`config.mk`:
```
export PLATFORM = sky130hd
export DESIGN_NAME = fadd8_reg
export DESIGN_NICKNAME = d
export VERILOG_FILES = /design/src/rtl/fadd8_reg_pkg.sv /design/src/rtl/fadd8_reg_full_adder.sv /design/src/rtl/fadd8_reg.sv
export SDC_FILE = /design/constraint.sdc
export NUM_CORES = 1
export LEC_CHECK = 0
export BUFFER_PORTS_ARGS = -buffer_cell sky130_fd_sc_hd__buf_2
export CAP_MARGIN = 15
export CORE_MARGIN = 3
export CORE_UTILIZATION = 42
export DETAILED_ROUTE_END_ITERATION = 16
export PLACE_DENSITY_LB_ADDON = 0.08
export SKIP_CTS_REPAIR_TIMING = 1
export SYNTH_ARGS = -nofsm -noshare
export SYNTH_HDL_FRONTEND = slang
export SYNTH_SLANG_ARGS = --single-unit
```
`constraint.sdc`:
```
create_clock -name clk -period 1.2 [get_ports clk]
set_clock_uncertainty 0.2 [all_clocks]
set_input_delay 0.12 -clock clk [delete_from_list [all_inputs] [get_ports clk]]
set_output_delay 0.12 -clock clk [all_outputs]
set_load 0.05 [all_outputs]
```
`src/rtl/fadd8_reg_pkg.sv`:
```
// Shared datapath constants and types for the 8-bit adder slice.
// The 16-bit adder and the ALU reuse these definitions.
package fadd8_reg_pkg;

    localparam int WIDTH = 8;

    typedef logic [WIDTH-1:0] word_t;

endpackage : fadd8_reg_pkg

```
`src/rtl/fadd8_reg_full_adder.sv`:
```
// One-bit full-adder cell; the ripple adder chains these through ci/co.
module full_adder (
    input  logic a,
    input  logic b,
    input  logic ci,
    output logic s,
    output logic co
);

    assign s  = a ^ b ^ ci;
    assign co = (a & b) | (a & ci) | (b & ci);

endmodule : full_adder

```
`src/rtl/fadd8_reg.sv`:
```
// Ripple-carry adder with registered sum and carry-out (one cycle of latency).
// Two instances chained through cout/cin form the 16-bit datapath adder.
module fadd8_reg #(
    parameter int WIDTH = fadd8_reg_pkg::WIDTH
) (
    input  logic             clk,
    input  logic             rst,
    input  logic [WIDTH-1:0] x,
    input  logic [WIDTH-1:0] y,
    input  logic             cin,
    input  logic             in_valid,
    output logic [WIDTH-1:0] s,
    output logic             cout,
    output logic             out_valid
);

    logic [WIDTH:0]   carry;
    logic [WIDTH-1:0] sum;

    assign carry[0] = cin;

    // Carry ripples from bit 0 upward; carry[WIDTH] is the 9th result bit.
    for (genvar i = 0; i < WIDTH; i++) begin : g_cell
        full_adder u_fa (
            .a  (x[i]),
            .b  (y[i]),
            .ci (carry[i]),
            .s  (sum[i]),
            .co (carry[i+1])
        );
    end

    // NOTE: non-blocking assignments so every flop samples pre-edge values.
    always_ff @(posedge clk or posedge rst) begin
        if (rst) begin
            s         <= '0;
            cout      <= 1'b0;
            out_valid <= 1'b0;
        end else begin
            out_valid <= in_valid;
            // Without a new capture the previous result stays visible.
            if (in_valid) begin
                s    <= sum;
                cout <= carry[WIDTH];
            end
        end
    end

endmodule : fadd8_reg

```
==> flow_metrics.py, run 1 <==
metrics = {
    "run_status": {
        "status": "finished, violations left",
        "violations": "setup timing",
    },
    "worst_setup_path": {
        "critPathMaxFanout": 1,
        "worstSetupStartpointType": "input pin",
        "critPathSlowestCell": "fa_1",
        "r2r-end": "s[6]$_DFFE_PP0P_",
        "worstPathBufferInverterCount": 4,
        "critical_path_class": "input pin to flip-flop",
        "path_delay_family": "adder cells",
        "crit_top_cell": "fa_2",
        "critPathCaptureType": "flip-flop",
        "r2r-start": "s[6]$_DFFE_PP0P_",
        "cp_data_required_time_ps": 1190,
        "ff2ff_setup_slack_ps": 240,
        "reg2reg_depth": 1,
        "crit_start": "y[0]",
        "cp.arrival_ps": 3190,
        "crit_chain": "buf_8 -> inv_12 -> fa_2 -> inv_2 -> fa_2 -> fa_2 -> fa_2 -> fa_2 -> fa_2 -> fa_2 -> inv_2 -> fa_1 -> a21oi_1",
        "critPathMaxStageDelay_ps": 400,
    },
    "route": {
        "firstDrtPassIters": 1,
        "wl_met2_um": 567,
        "wire_per_inst_um": 12.3,
        "via_per_inst": 4.57,
        "drtAntennaViolNets": 0,
        "vias": 402,
        "drc_errors": 0,
        "dr_wl_met3_um": 103,
        "routed.top_layer": "met3",
        "drt-met1-wl_um": 413,
        "finalWirelength_um": 1080,
        "drtIter0Drc": 0,
    },
    "power_and_ir_drop": {
        "p_per_area_mw_per_mm2": 1540,
        "p_total_w": 0.00131,
        "ir_worst_vdd_mv": 0.842,
        "power.leakage_nw": 0.424,
    },
    "sta": {
        "rsz0062_at_grt": "true",
        "setup-violations-final": 8,
        "setup_slack_ps": -2000,
        "max_freq_ghz": 0.313,
        "maxSlewViolCount": 0,
        "slew_headroom": 0.752,
        "finalHoldViolations": 0,
        "timing.hold.ws_ps": 43.5,
        "finalCriticalPeriod_ps": 3200,
        "tightest_slew_ps": 372,
        "fin_crit_sh": 2.67,
    },
    "floorplanning": {
        "num_io_pins": 30,
        "rows": 12,
        "dieArea_mm2": 0.00181,
        "die_h_um": 42.5,
        "fp.coreArea_mm2": 0.00117,
        "start_util": 0.479,
        "die_x_um": 42.5,
    },
    "clocking": {
        "clkSinkCount": 10,
        "ctsRootBufferMaster": "clkbuf_4",
        "clk-insertion-delay-late_ps": 260,
        "htree_num_levels": 1,
        "cts.path.max_buffers": 2,
        "clkSlewWorstSetupHoldPaths_ps": 60,
        "cts_buffers": 3,
        "tritoncts": "done",
    },
    "synthesis": {
        "netlist_instances": 39,
        "synthMostInstantiatedCell": "dfrtp_1",
        "synth.avg_cell_area_um2": 14.4,
        "synth_edf_count": 0,
        "yosysTopAreaCell": "dfrtp_1",
        "netlist.area_leader.share": 0.446,
        "synthFlopType": "dfrtp_1",
        "mappedNetlistArea_um2": 561,
        "yosys.cell_types.count": 8,
        "ys_top_cells_by_count": "dfrtp_1, fa_1, inv_1, mux2_4",
        "async_flop_share": 1.00,
        "synth_warnings": 0,
        "ys_seq_elements": 10,
        "syn-num-nets": 67,
        "ys_seq_area_frac": 0.446,
        "ys_top_cells_by_area": "dfrtp_1, fa_1, mux2_4, inv_1, mux2_2",
    },
    "finish": {
        "area_growth_pct": 52.2,
        "final_layout_size_suffix_gt1_frac": 0.703,
        "antenna_cells": 0,
        "fin_area_um2": 853,
        "final_nets": 103,
    },
    "min_path": {
        "hold_depth": 2,
        "hp-class": "input pin to flip-flop",
        "min_to": "s[0]$_DFFE_PP0P_",
        "min_from": "in_valid",
    },
    "global_routing": {
        "grt_max_degree": 11,
        "grt-ovfl-total": 0,
        "grt_pass1_vias": 444,
        "grt_pass1_wl_um": 1800,
        "antenna_found_initial": 0,
        "grtUsageTotal": 0.135,
    },
    "place": {
        "io_buffer_count": 29,
        "gp_congestion": 0.710,
        "post-place-ws_ps": -2350,
        "hpwlAfterDp_um": 869,
        "dpl-instance-area_um2": 754,
    },
    "run": {
        "max-cap-violations": 0,
    },
}
-- through the flow --
step | TNS (ps) | utilization | instances
after detailed placement | -12120 | 0.644 | 82
after global routing | -9620 | 0.729 | 88
after CTS | -9830 | 0.675 | 86
after global placement | -11930 | 0.644 | 82
final | -9270 | 0.729 | 88
after floorplan | -10100 | - | 39
-- sequential cells by signal, summed over array words and instances, names as in the netlist --
| register | cells |
|---|---|
| out_valid | 1 |
| cout | 1 |
| s | 8 |
-- power breakdown --
part / internal, W / switching [W] / total [W]
registers: 0.000403 / 0.0000352 / 0.000439
logic: 0.000222 / 0.000356 / 0.000578
clock network: 0.000184 / 0.000111 / 0.000295
-- layout make-up --
cell class | instances | area, um^2
inverter | 8 | 47.5
multi-input combinational | 20 | 290
timing repair buffer | 32 | 211
clock buffer | 4 | 36.3
sequential | 10 | 250
tap | 14 | 17.5
fill | 86 | 318
-- logic make-up (layout without fill, tap and decap cells) --
logic type | count (synthesis) | after routing | synth area share
compound gates | 3 | 3 | 0.0268
fa+ha+maj | 8 | 8 | 0.286
simple gates | 3 | 3 | 0.0201
flops | 10 | 10 | 0.446
buf+inv | 9 | 44 | 0.0737
mux | 6 | 6 | 0.147
-- placed cells by master (no fill, tap or decap) --
cell type / Yosys / final
buf_2: 0 / 18
dfrtp_1: 10 / 10
buf_4: 0 / 9
fa_2: 0 / 7
mux2_4: 4 / 5
clkbuf_4: 0 / 4
nor2_1: 3 / 3
a21oi_1: 3 / 3
inv_2: 0 / 3
inv_1: 8 / 3
dlygate4sd3_1: 0 / 2
inv_12: 0 / 1
mux2_2: 2 / 1
clkinv_4: 0 / 1
fa_1: 8 / 1
clkbuf_8: 0 / 1
buf_8: 0 / 1
buf_6: 1 / 1
-- routing by layer --
| metal | vias up | GRT usage |
|---|---|---|
| met1 | 194 | 0.145 |
| li1 | 190 | - |
| met3 | 0 | 0.0558 |
| met5 | - | 0 |
| met4 | 0 | 0.0559 |
| met2 | 18 | 0.231 |
-- worst max-delay path by stage --
stage	endpoint	depth (start not counted)	slack [ps]
3_3_place_gp	s[7]$_DFFE_PP0P_	13	-2310
6_report	s[7]$_DFFE_PP0P_	13	-2000
5_1_grt	s[7]$_DFFE_PP0P_	13	-2070
2_1_floorplan	s[7]$_DFFE_PP0P_	12	-2060
3_5_place_dp	s[7]$_DFFE_PP0P_	13	-2350
4_1_cts	s[7]$_DFFE_PP0P_	13	-2070
(Power assumes the default switching activity.)
==> run 2: changes to the inputs <==
Settings changed: CORE_MARGIN 3 to not set, TNS_END_PERCENT set to 20.
==> flow_metrics.py, run 2 (synthesis gave the netlist of run 1 again) <==
metrics = {
    "sta": {
        "finalCriticalPeriod_ps": 3170,
        "setup_slack_ps": -1970,
        "fin_crit_sh": 2.64,
        "tightest_slew_ps": 379,
        "maxSlewViolCount": 0,
        "timing.hold.ws_ps": 45.3,
        "finalHoldViolations": 0,
        "rsz0062_at_grt": "true",
        "setup-violations-final": 8,
        "slew_headroom": 0.747,
        "max_freq_ghz": 0.315,
    },
    "place": {
        "dpl-instance-area_um2": 724,
        "gp_congestion": 0.681,
        "hpwlAfterDp_um": 716,
        "place_inst": 81,
        "io_buffer_count": 29,
    },
    "finish": {
        "seq_area_um2": 250,
        "antenna_cells": 0,
        "top_register": "s",
        "final_cell_mix": "buf_2, dfrtp_1, fa_2, clkbuf_4, mux2_4",
        "final_common_cell": "buf_2",
        "largest_reg_flops": 8,
        "fin_util": 0.714,
        "instances_no_fill": 87,
        "final_layout_size_suffix_gt1_frac": 0.726,
        "fin_area_um2": 836,
        "final_nets": 102,
        "reg_top3": "s x8, cout x1, out_valid x1",
        "fillers": 87,
        "area_growth_pct": 49.1,
        "multi_input_area_um2": 293,
    },
    "worst_setup_path": {
        "critPathCaptureType": "flip-flop",
        "critical_path_class": "input pin to flip-flop",
        "worstSetupStartpointType": "input pin",
        "cp_data_required_time_ps": 1200,
        "critPathMaxFanout": 1,
        "cp.arrival_ps": 3170,
    },
    "floorplanning": {
        "fp.coreArea_mm2": 0.00117,
        "die_h_um": 38.5,
        "die_x_um": 38.5,
        "dieArea_mm2": 0.00148,
        "rows": 12,
        "start_util": 0.479,
        "num_io_pins": 30,
    },
    "route": {
        "finalWirelength_um": 1000,
        "drtIter0Drc": 7,
        "via_per_inst": 4.53,
        "drc_errors": 0,
        "drtAntennaViolNets": 0,
        "firstDrtPassIters": 4,
        "vias": 394,
        "wire_per_inst_um": 11.5,
    },
    "power_and_ir_drop": {
        "p_comb_frac": 0.433,
        "ir_worst_vdd_mv": 1.05,
        "p_total_w": 0.00131,
        "power.leakage_nw": 0.411,
        "p_per_area_mw_per_mm2": 1570,
        "switching_power_w": 0.000507,
        "swShare": 0.387,
        "seqPwrFrac": 0.335,
        "clkPwrFrac": 0.232,
        "internal_power_w": 0.000804,
    },
    "clocking": {
        "clkSlewWorstSetupHoldPaths_ps": 70,
        "ctsRootBufferMaster": "clkbuf_4",
        "clkSinkCount": 10,
        "cts.path.max_buffers": 2,
        "cts_buffers": 3,
        "tritoncts": "done",
        "clk-insertion-delay-late_ps": 260,
        "htree_num_levels": 1,
    },
    "run": {
        "max-cap-violations": 0,
    },
    "min_path": {
        "hp-class": "input pin to flip-flop",
    },
    "global_routing": {
        "grt-ovfl-total": 0,
        "grt_max_degree": 14,
        "antenna_found_initial": 0,
        "grt_pass1_vias": 337,
        "grtUsageTotal": 0.141,
        "grt_pass1_wl_um": 1350,
    },
    "run_status": {
        "status": "finished, violations left",
        "violations": "setup timing",
    },
}
==> run 2: power groups by stage <==
stage / combinational (W) / sequential, W / clock, W
floorplan: 0.000140 / 0.000679 / 0
global placement: 0.000507 / 0.000438 / 0
finish: 0.000568 / 0.000439 / 0.000304
detailed placement: 0.000512 / 0.000439 / 0
CTS: 0.000513 / 0.000434 / 0.000314
global route: 0.000607 / 0.000445 / 0.000323
==> run 2: metal layers <==
layer / GRT usage / routed length, um / up-vias
met5: 0 / 0 / -
met4: 0.0259 / 4 / 0
met3: 0.0698 / 65 / 2
met2: 0.233 / 509 / 19
met1: 0.167 / 422 / 187
li1: - / - / 186
==> run 2: final timing paths <==
kind,cells after the start,from,slack [ps],endpoint
worst max register to register,1,s[5]$_DFFE_PP0P_,220,s[5]$_DFFE_PP0P_
worst min register to register,1,s[6]$_DFFE_PP0P_,310,s[6]$_DFFE_PP0P_
min in group asynchronous,3,rst,170,s[7]$_DFFE_PP0P_
worst min-delay path,2,in_valid,50,s[7]$_DFFE_PP0P_
worst max-delay path,13,y[0],-1970,s[7]$_DFFE_PP0P_
max in group asynchronous,3,rst,350,s[4]$_DFFE_PP0P_
==> run 2: final cells by class <==
cell class | instances | share of cell area
clock buffer | 4 | 0.0434
multi-input combinational | 20 | 0.350
sequential | 10 | 0.299
tap | 14 | 0.0210
timing repair buffer | 31 | 0.244
inverter | 8 | 0.0419
==> run 2: worst max-delay path: stages <==
cell	delay, ps
buf_6	100
inv_4	40
fa_2	190
inv_2	40
fa_2	330
fa_2	350
fa_2	340
fa_2	350
fa_2	350
fa_2	350
inv_2	60
fa_2	410
a21oi_1	140
==> run 2: metrics by stage <==
stage / setup TNS (ps) / setup WS (ps)
finish: -9020 / -1970
global route: -9550 / -2060
CTS: -9590 / -2050
detailed placement: -11820 / -2330
global placement: -11720 / -2310
floorplan: -10460 / -2120
